`src/rtl/tty_tx_sequencer_if.sv`:
```
// Handshake bundle between the IOT decode / divider side and the teleprinter
// frame sequencer. The sequencer connects through the slave modport.
interface tty_tx_sequencer_if #(
  parameter int DATA_BITS = 8
) ();

  logic                 tick16;
  logic                 div_clr;
  logic                 ld;
  logic [DATA_BITS-1:0] data;
  logic                 clr_flag;
  logic                 txd;
  logic                 busy;
  logic                 flag;
  logic                 overrun;

  modport master (
    output tick16,
    output ld,
    output data,
    output clr_flag,
    input  div_clr,
    input  txd,
    input  busy,
    input  flag,
    input  overrun
  );

  modport slave (
    input  tick16,
    input  ld,
    input  data,
    input  clr_flag,
    output div_clr,
    output txd,
    output busy,
    output flag,
    output overrun
  );

endinterface

```
`src/rtl/tty_tx_sequencer.sv`:
```
// Teleprinter transmit frame sequencer: start bit, LSB-first data, stop bits,
// timed by the shared 16x tick stream, with a sticky PDP-8 style printer flag.
module tty_tx_sequencer #(
  parameter int DATA_BITS     = 8,
  parameter int STOP_BITS     = 2,
  parameter int TICKS_PER_BIT = 16
) (
  input  logic                  clk,
  input  logic                  reset,
  tty_tx_sequencer_if.slave     bus
);

  localparam int              TW        = $clog2(TICKS_PER_BIT) + 1;
  localparam logic [TW-1:0]   TICK_LAST = TW'(TICKS_PER_BIT - 1);
  localparam logic [3:0]      DATA_LAST = 4'(DATA_BITS - 1);
  localparam logic [3:0]      STOP_LAST = 4'(STOP_BITS - 1);

  typedef enum logic [1:0] {
    ST_IDLE  = 2'd0,
    ST_START = 2'd1,
    ST_DATA  = 2'd2,
    ST_STOP  = 2'd3
  } state_t;

  state_t                 state_r;
  state_t                 state_s;
  logic [TW-1:0]          tick_cnt_r;
  logic [TW-1:0]          tick_cnt_s;
  logic [3:0]             bit_cnt_r;
  logic [3:0]             bit_cnt_s;
  logic [DATA_BITS-1:0]   shreg_r;
  logic [DATA_BITS-1:0]   shreg_s;
  logic                   txd_r;
  logic                   txd_s;
  logic                   busy_r;
  logic                   busy_s;
  logic                   flag_r;
  logic                   flag_s;
  logic                   overrun_r;
  logic                   overrun_s;
  logic                   div_clr_r;
  logic                   div_clr_s;
  logic                   tick_en_s;
  logic                   cell_end_s;
  logic                   done_s;
  logic                   accept_s;

  // Next-state, counter, shift register and output decode.
  always_comb begin
    state_s    = state_r;
    tick_cnt_s = tick_cnt_r;
    bit_cnt_s  = bit_cnt_r;
    shreg_s    = shreg_r;
    flag_s     = flag_r;
    overrun_s  = overrun_r;
    div_clr_s  = 1'b0;
    done_s     = 1'b0;
    txd_s      = 1'b1;
    busy_s     = 1'b0;
    accept_s   = bus.ld & (state_r == ST_IDLE);
    // The divider is being zeroed this cycle, so its tick is stale.
    tick_en_s  = bus.tick16 & ~div_clr_r & (state_r != ST_IDLE);
    cell_end_s = tick_en_s & (tick_cnt_r == TICK_LAST);

    if (cell_end_s) begin
      tick_cnt_s = '0;
    end else if (tick_en_s) begin
      tick_cnt_s = tick_cnt_r + TW'(1);
    end else begin
      tick_cnt_s = tick_cnt_r;
    end

    case (state_r)
      ST_IDLE: begin
        if (bus.ld) begin
          state_s    = ST_START;
          shreg_s    = bus.data;
          tick_cnt_s = '0;
          bit_cnt_s  = 4'd0;
          div_clr_s  = 1'b1;
        end else begin
          state_s    = ST_IDLE;
        end
      end
      ST_START: begin
        if (cell_end_s) begin
          state_s   = ST_DATA;
          bit_cnt_s = 4'd0;
        end else begin
          state_s   = ST_START;
        end
      end
      ST_DATA: begin
        if (cell_end_s) begin
          shreg_s = {1'b0, shreg_r[DATA_BITS-1:1]};
          if (bit_cnt_r == DATA_LAST) begin
            state_s   = ST_STOP;
            bit_cnt_s = 4'd0;
          end else begin
            bit_cnt_s = bit_cnt_r + 4'd1;
          end
        end else begin
          state_s = ST_DATA;
        end
      end
      ST_STOP: begin
        if (cell_end_s) begin
          if (bit_cnt_r == STOP_LAST) begin
            state_s   = ST_IDLE;
            bit_cnt_s = 4'd0;
            done_s    = 1'b1;
          end else begin
            bit_cnt_s = bit_cnt_r + 4'd1;
          end
        end else begin
          state_s = ST_STOP;
        end
      end
      default: begin
        state_s    = ST_IDLE;
        tick_cnt_s = '0;
        bit_cnt_s  = 4'd0;
      end
    endcase

    // Completion beats a same-cycle clear; an accepted load starts a fresh flag.
    if (done_s) begin
      flag_s = 1'b1;
    end else if (accept_s || bus.clr_flag) begin
      flag_s = 1'b0;
    end else begin
      flag_s = flag_r;
    end

    if (bus.ld && (state_r != ST_IDLE)) begin
      overrun_s = 1'b1;
    end else if (bus.clr_flag) begin
      overrun_s = 1'b0;
    end else begin
      overrun_s = overrun_r;
    end

    case (state_s)
      ST_IDLE:  txd_s = 1'b1;
      ST_START: txd_s = 1'b0;
      ST_DATA:  txd_s = shreg_s[0];
      ST_STOP:  txd_s = 1'b1;
      default:  txd_s = 1'b1;
    endcase
    busy_s = (state_s != ST_IDLE);
  end

  // State and registered-output update with synchronous reset.
  always_ff @(posedge clk) begin
    if (reset) begin
      state_r    <= ST_IDLE;
      tick_cnt_r <= '0;
      bit_cnt_r  <= 4'd0;
      shreg_r    <= '0;
      txd_r      <= 1'b1;
      busy_r     <= 1'b0;
      flag_r     <= 1'b0;
      overrun_r  <= 1'b0;
      div_clr_r  <= 1'b0;
    end else begin
      state_r    <= state_s;
      tick_cnt_r <= tick_cnt_s;
      bit_cnt_r  <= bit_cnt_s;
      shreg_r    <= shreg_s;
      txd_r      <= txd_s;
      busy_r     <= busy_s;
      flag_r     <= flag_s;
      overrun_r  <= overrun_s;
      div_clr_r  <= div_clr_s;
    end
  end

  assign bus.txd     = txd_r;
  assign bus.busy    = busy_r;
  assign bus.flag    = flag_r;
  assign bus.overrun = overrun_r;
  assign bus.div_clr = div_clr_r;

endmodule

```
`src/flat_wrapper.sv`:
```
// flat-port wrapper written by rule: the top's interface ports become plain ports
module tty_tx_sequencer_flat 
#(
  parameter int DATA_BITS     = 8,
  parameter int STOP_BITS     = 2,
  parameter int TICKS_PER_BIT = 16
)
  (clk, reset, bus_tick16, bus_ld, bus_data, bus_clr_flag, bus_div_clr, bus_txd, bus_busy, bus_flag, bus_overrun);
  tty_tx_sequencer_if #(.DATA_BITS(DATA_BITS)) bus_i ();
  input  logic clk;
  input  logic reset;
  input wire logic [$bits(bus_i.tick16)-1:0] bus_tick16;
  input wire logic [$bits(bus_i.ld)-1:0] bus_ld;
  input wire logic [$bits(bus_i.data)-1:0] bus_data;
  input wire logic [$bits(bus_i.clr_flag)-1:0] bus_clr_flag;
  output wire logic [$bits(bus_i.div_clr)-1:0] bus_div_clr;
  output wire logic [$bits(bus_i.txd)-1:0] bus_txd;
  output wire logic [$bits(bus_i.busy)-1:0] bus_busy;
  output wire logic [$bits(bus_i.flag)-1:0] bus_flag;
  output wire logic [$bits(bus_i.overrun)-1:0] bus_overrun;
  assign bus_i.tick16 = bus_tick16;
  assign bus_i.ld = bus_ld;
  assign bus_i.data = bus_data;
  assign bus_i.clr_flag = bus_clr_flag;
  assign bus_div_clr = bus_i.div_clr;
  assign bus_txd = bus_i.txd;
  assign bus_busy = bus_i.busy;
  assign bus_flag = bus_i.flag;
  assign bus_overrun = bus_i.overrun;
  tty_tx_sequencer #(.DATA_BITS(DATA_BITS), .STOP_BITS(STOP_BITS), .TICKS_PER_BIT(TICKS_PER_BIT)) u_core (.clk(clk), .reset(reset), .bus(bus_i));
endmodule
```
`config.mk`:
```
export PLATFORM = sky130hd
export DESIGN_NAME = tty_tx_sequencer_flat
export DESIGN_NICKNAME = d
export VERILOG_FILES = /design/src/rtl/tty_tx_sequencer_if.sv /design/src/rtl/tty_tx_sequencer.sv /design/src/flat_wrapper.sv
export SDC_FILE = /design/constraint.sdc
export NUM_CORES = 1
export LEC_CHECK = 0
export BUFFER_PORTS_ARGS = -buffer_cell sky130_fd_sc_hd__buf_2
export CORE_MARGIN = 2
export CORE_UTILIZATION = 35
export CTS_BUF_LIST = sky130_fd_sc_hd__clkbuf_8
export CTS_CLUSTER_DIAMETER = 100
export CTS_CLUSTER_SIZE = 16
export DETAILED_ROUTE_END_ITERATION = 8
export GPL_TIMING_DRIVEN = 0
export MAX_ROUTING_LAYER = met4
export PLACE_DENSITY = 0.6
export SYNTH_ARGS = -nofsm -noshare
export SYNTH_HDL_FRONTEND = slang
export SYNTH_SLANG_ARGS = --single-unit
```
`constraint.sdc`:
```
create_clock -name clk -period 2.4 [get_ports clk]
set_input_delay 0.24 -clock clk [delete_from_list [all_inputs] [get_ports clk]]
set_output_delay 0.24 -clock clk [all_outputs]
set_load 0.01 [all_outputs]
```
# [Word-level counts from Yosys, hierarchy flattened]
# Cells that the tools add are included.
[op_classes] n_bitwise=6 reduce_logical=13 mul=0 order_cmp=0 add_sub_neg=2 div_mod_pow=0 muxes=30 n_eq_ne=13 n_shift=0
[op_table] op="$mux W4" n=6
[op_table] op="$mux W5" n=4
[op_table] op="$mux W8" n=2
[op_table] op="$pmux W4 S4" n=1
[op_table] op="$pmux W8 S2" n=1
[op_table] op="$mux W2" n=5
[op_table] op="$reduce_bool A2 Y1" n=5
[op_table] op="$mux W1" n=9
[op_table] op="$eq A2 B2 Y1 const B" n=4
[op_table] op="$pmux W2 S4" n=1
[op_table] op="$ne A2 B1 Y1 const B" n=3
[op_table] op="$add A5 B1 Y5 const B" n=1
[op_table] op="$eq A5 B4 Y1 const B" n=1
[op_table] op="$add A4 B1 Y4 const B" n=1
[op_table] op="$and A1 B1 Y1" n=4
[op_table] op="$eq A2 B1 Y1 const B" n=2
[op_table] op="$eq A4 B1 Y1 const B" n=1
[op_table] op="$eq A4 B3 Y1 const B" n=1
[op_table] op="$logic_not A2 Y1" n=2
[op_table] op="$reduce_and A4 Y1" n=1
[op_table] op="$reduce_or A2 Y1" n=2
[op_table] op="$pmux W1 S3" n=1
[op_table] op="$reduce_and A3 Y1" n=1
[op_table] op="$ne A2 B2 Y1 const B" n=1
[op_table] op="3 further kinds" n=4
[word_totals] wordCells=74 reg_bits=24 mem_count=0 latchBits=0 mem_bits_rw=0 inputBits=13 output_inout_bits=5 rom_bits=0

# [Longest topological paths before layout]
[depth] depth_word=9 ltp_mapped=10 depth_no_buf=10

# [Least setup slack after synthesis]
# OpenSTA, ideal clock, no wires.
[synth_path] path_type="flip-flop to flip-flop" start="register u_core.tick_cnt_r[0]" end="register u_core.txd_r (netlist: u_core.bus.txd)" setup_slack_ps=145 setup_ps=122 synth_period_minus_slack_ps=2255 t_arrival_ps=2133 required_time_ps=2278 n_path_buf=0 stages_incl_launch_ff=10 path_cell_list="dfxtp_1 ha_1 and3_1 ha_1 nand2_1 nor3_2 a221oi_1 ha_1 nor2_1 a311o_1"
[synth_via] elab_chain_len=7 elab_cells_between_ends=14 classes_between="4 x eq/ne; 7 x mux; 1 x bitwise; 2 x reduce/logical"
[synth_lines] item="from (decl)" line_no="tty_tx_sequencer.sv:27" text="logic [TW-1:0] tick_cnt_r;"
[synth_lines] item="from (signal assigned)" line_no="tty_tx_sequencer.sv:167" text="tick_cnt_r <= tick_cnt_s;"
[synth_lines] item="$eq A5 B4 Y1 (*)" line_no="tty_tx_sequencer.sv:63" text="cell_end_s = tick_en_s & (tick_cnt_r == TICK_LAST);"
[synth_lines] item="$and A1 B1 Y1 (*)" line_no="tty_tx_sequencer.sv:63"
[synth_lines] item="$mux W2 (on tied branches)" line_no="tty_tx_sequencer.sv:107, tty_tx_sequencer.sv:86, tty_tx_sequencer.sv:94"
[synth_lines] item="$pmux W2 S4" line_no="tty_tx_sequencer.sv:73" text="case (state_r)"
[synth_lines] item="$eq A2 B2 Y1 / $logic_not A2 Y1 (equally long branches)" line_no="tty_tx_sequencer.sv:143" text="case (state_s)"
[synth_lines] item="$reduce_or A2 Y1 (no source line)"
[synth_lines] item="$pmux W1 S3 (*)" line_no="tty_tx_sequencer.sv:143"
[synth_lines] item="to (signal assigned)" line_no="tty_tx_sequencer.sv:170" text="txd_r <= txd_s;"
[synth_lines] item="to (decl)" line_no="tty_tx_sequencer.sv:33" text="logic txd_r;"
# Mark *: on every way between the ends. The rest lies on a longest branch, timed or not. The select of a mux whose other input is x is not followed.
# A chain may end at the register's enable or synchronous reset.

# [Worst setup path in the final report]
[layout_path] start="register u_core.bit_cnt_r[0]" end="register u_core.txd_r (netlist: u_core.bus.txd)"
[layout_via] elab_chain_len=7 elab_cells_between_ends=13 classes_between="5 x eq/ne; 6 x mux; 2 x reduce/logical"
[layout_lines] item="from (decl)" line_no="tty_tx_sequencer.sv:29" text="logic [3:0] bit_cnt_r;"
[layout_lines] item="from (signal assigned)" line_no="tty_tx_sequencer.sv:168" text="bit_cnt_r <= bit_cnt_s;"
[layout_lines] item="$eq A4 B1 Y1 / $eq A4 B3 Y1 (equally long branches)" line_no="tty_tx_sequencer.sv:108, tty_tx_sequencer.sv:96"
[layout_lines] item="$mux W2 (on tied branches)" line_no="tty_tx_sequencer.sv:108, tty_tx_sequencer.sv:96"
[layout_lines] item="$mux W2 (on tied branches)" line_no="tty_tx_sequencer.sv:107, tty_tx_sequencer.sv:94"
[layout_lines] item="$pmux W2 S4 (*)" line_no="tty_tx_sequencer.sv:73"
[layout_lines] item="$eq A2 B2 Y1 / $logic_not A2 Y1 (equally long branches)" line_no="tty_tx_sequencer.sv:143"
[layout_lines] item="$reduce_or A2 Y1 (no source line)"
[layout_lines] item="$pmux W1 S3 (*)" line_no="tty_tx_sequencer.sv:143"
# Mark *: on every way between the ends. The rest lies on a longest branch, timed or not.

==> results.json <==
{
  "relSlewSlack_pct": 59.8,
  "place_ws_ps": -281,
  "crit_arrival_ps": 2360,
  "cts_hold_buf": 0,
  "netSwitchingPower_uw": 182,
  "num_vias": 1003,
  "fin_crit_ps": 2200,
  "netlist_instances": 130,
  "ir_worst_vdd_mv": 0.204,
  "gr-total-overflow": 0,
  "clockBufferDepth": 2,
  "final.setup.worst_slack_ps": 196,
  "status": "complete, no violations",
  "seqCellArea_sq_um": 480,
  "power_frac_comb_pct": 12.9,
  "setup_viol": 0,
  "fin_nets": 172,
  "setup.worst_path.end_class": "flop",
  "fill_cells": 347,
  "drv_slew": 0,
  "netlist-cell-type-count": 42,
  "fin_tns_setup_ps": 0,
  "syn_to_final_growth_pct": 17.5,
  "ctsHtreeMaxLevel": 1,
  "hold_class": "input pin to flop",
  "via_per_inst": 5.17,
  "yosysSeqAreaShare_pct": 41.4,
  "finalInstanceArea_sq_um": 1360,
  "place_inst": 190,
  "yosys_warnings": 0,
  "layout.cells.non_filler": 194,
  "min-delay-start": "bus_data[7]",
  "antenna_found_initial": 0,
  "power_frac_clock_pct": 30.9,
  "diodes": 0,
  "route.detailed.drc": 0,
  "fin_crit_sh_pct": 91.8,
  "grt_pass1_wl_um": 4000,
  "fmax_mhz": 454,
  "critPathMaxFanout": 5,
  "drive_above_1_share_pct": 20.7,
  "drt-wirelength-per-cell_um": 12.1,
  "die_w_um": 61.6,
  "p_seq_share_pct": 56.2,
  "synth_area_sq_um": 1160,
  "grt_setup_unrepaired": "no",
  "power_uw": 749,
  "syn_nets": 150,
  "async_flop_share_pct": 0,
  "die_y_um": 61.6,
  "dp_hpwl_um": 1760,
  "root_buffer": "clkbuf_8",
  "clk_pin_slew_worst_paths_ps": 80,
  "clock-sinks": 24,
  "p_per_area_nw_per_um2": 550,
  "timing_worst_setup_path_type": "flop to flop",
  "ios": 18,
  "hold_path_end": "u_core.shreg_r[7]$_SDFFE_PP0P_",
  "dr.pass1.iters": 5,
  "r2r-start": "u_core.bit_cnt_r[0]$_SDFFE_PP0P_",
  "final_antenna_net_count": 0,
  "internal_power_uw": 567,
  "grtUsageTotal_pct": 14.4,
  "insertion_delay_ps": 260,
  "ff2ff_path_depth": 7,
  "synthFlopType": "dfxtp_1",
  "ys_ff_latch": 24,
  "port_buffers": 16,
  "drtIter0Drc": 43,
  "rrSetupSlack_ps": 200,
  "numCtsBuffers": 3,
  "gp_congestion": 0.794,
  "min_path_cells": 3,
  "multiInputGateArea_sq_um": 642,
  "grt_pass1_vias": 950,
  "critPathLaunchType": "flop",
  "fin_skew_ps": 1.64,
  "worst_slew_pin_slew_ps": 588,
  "worstPathRequired_ps": 2560,
  "regToRegEndpoint": "u_core.bus.txd$_SDFF_PP1_",
  "start_util_pct": 37.4,
  "leakage_uw": 0.000537,
  "wl_um": 2350,
  "syn_area_per_cell_sq_um": 8.92,
  "cts_tree": "built",
  "floorplan.rows": 20,
  "drv_cap": 0,
  "synth_edf_count": 0,
  "die_area_sq_um": 3790,
  "dpl_cell_area_sq_um": 1290,
  "hold_violations": 0,
  "swShare_pct": 24.2,
  "fp.coreArea_sq_um": 3100,
  "grt_max_degree": 13
}
## worst max-delay path: stages, from the launching register on
cell and delay, ps:
dfxtp_1 420, ha_1 180, nor3b_1 420, o2111ai_1 170, a221oi_2 390, ha_1 190, nor2_1 40, a311o_1 300
## flip-flops by register name (all words and copies together), names as in the netlist
signal,cells
u_core.shreg_r,8
u_core.bus.busy,1
u_core.state_r,2
u_core.bus.flag,1
u_core.bus.div_clr,1
u_core.bus.overrun,1
u_core.tick_cnt_r,5
u_core.bit_cnt_r,4
u_core.bus.txd,1
## placed cells by master (no fill, tap or decap), drive strengths merged, types with 5 or more instances in the layout
cell type,count
a21oi,9
a22oi,6
buf,18
clkbuf,7
dfxtp,24
ha,7
inv,8
nand2,11
nor2,13
o21ai,5
## synth_stat cells, drive strengths merged (2+ instances only)
library cell,count,share of area (%)
dfxtp,24,41
nor2,13,4.2
nand2,11,3.6
a21oi,9,3.9
inv,8,2.6
ha,7,7.6
a22oi,6,3.9
o21ai,5,2.2
clkbuf,4,1.3
nand2b,3,1.6
nand3,3,1.3
nor2b,3,1.6
nor3,3,1.7
a31o,2,1.5
a31oi,2,1.1
nor3b,2,1.3
xnor2,2,1.5
## cells by family (layout without fill, tap and decap cells)
family / count (synthesis) / count (layout) / share of synthesized area, %
xor gates and xnor gates: 3 / 3 / 2.27
muxes: 1 / 1 / 0.863
AOI/OAI and AO/OA: 34 / 34 / 20.7
and+or+nand+nor: 48 / 48 / 22.3
adders and majority gates: 7 / 7 / 7.55
DFF: 24 / 24 / 41.4
buffers and inverters: 13 / 33 / 4.85
## per-stage QoR
stage               hold slack (ps)  utilization [%]
global placement                445             41.7
finish                          219             43.9
CTS                             215             43.7
detailed placement              452             41.7
global route                    248             43.9
floorplan                       379                -
## worst max path at each step
stage | slack, ps | startpoint | endpoint
finish | 200 | u_core.bit_cnt_r[0]$_SDFFE_PP0P_ | u_core.bus.txd$_SDFF_PP1_
global route | 20 | u_core.bit_cnt_r[0]$_SDFFE_PP0P_ | u_core.bus.txd$_SDFF_PP1_
CTS | 40 | u_core.tick_cnt_r[0]$_SDFF_PP0_ | u_core.bus.txd$_SDFF_PP1_
detailed placement | -280 | u_core.tick_cnt_r[0]$_SDFF_PP0_ | u_core.bus.txd$_SDFF_PP1_
global placement | -220 | u_core.tick_cnt_r[0]$_SDFF_PP0_ | u_core.bus.txd$_SDFF_PP1_
floorplan | 150 | u_core.tick_cnt_r[0]$_SDFF_PP0_ | u_core.bus.txd$_SDFF_PP1_
## metal layers
layer | up-vias | share of wire [%] | global-route usage [%] | wire length (um)
met1 | 466 | 48 | 18.3 | 1120
met2 | 25 | 47 | 23.6 | 1100
met3 | 4 | 4.3 | 2.52 | 100
li1 | 508 | - | - | -
met5 | - | 0 | - | 0
met4 | 0 | 0.81 | 3.65 | 19
## final cells by class
class / count / share of cell area, %
inverters: 8 / 2.20
multi-input cells: 93 / 47.1
well taps: 44 / 4.04
flip-flops and latches: 24 / 35.3
clock buffers: 3 / 3.03
repair buffers: 17 / 6.43
plain buffers: 5 / 1.93
## timing repair
item,CTS,global route
resized for setup,2,3
setup buffers,1,0
pin swaps,1,0
setup endpoints to repair,1,1
## power groups by stage
stage	Clock, uW	Sequential (uW)	Combinational, uW
after detailed placement	0	430	95.3
after global placement	0	430	93.1
after global routing	264	423	108
after floorplan	0	431	63.6
after CTS	240	421	97.8
final	232	421	96.2
Note: power is estimated with default switching activity, not from simulation.
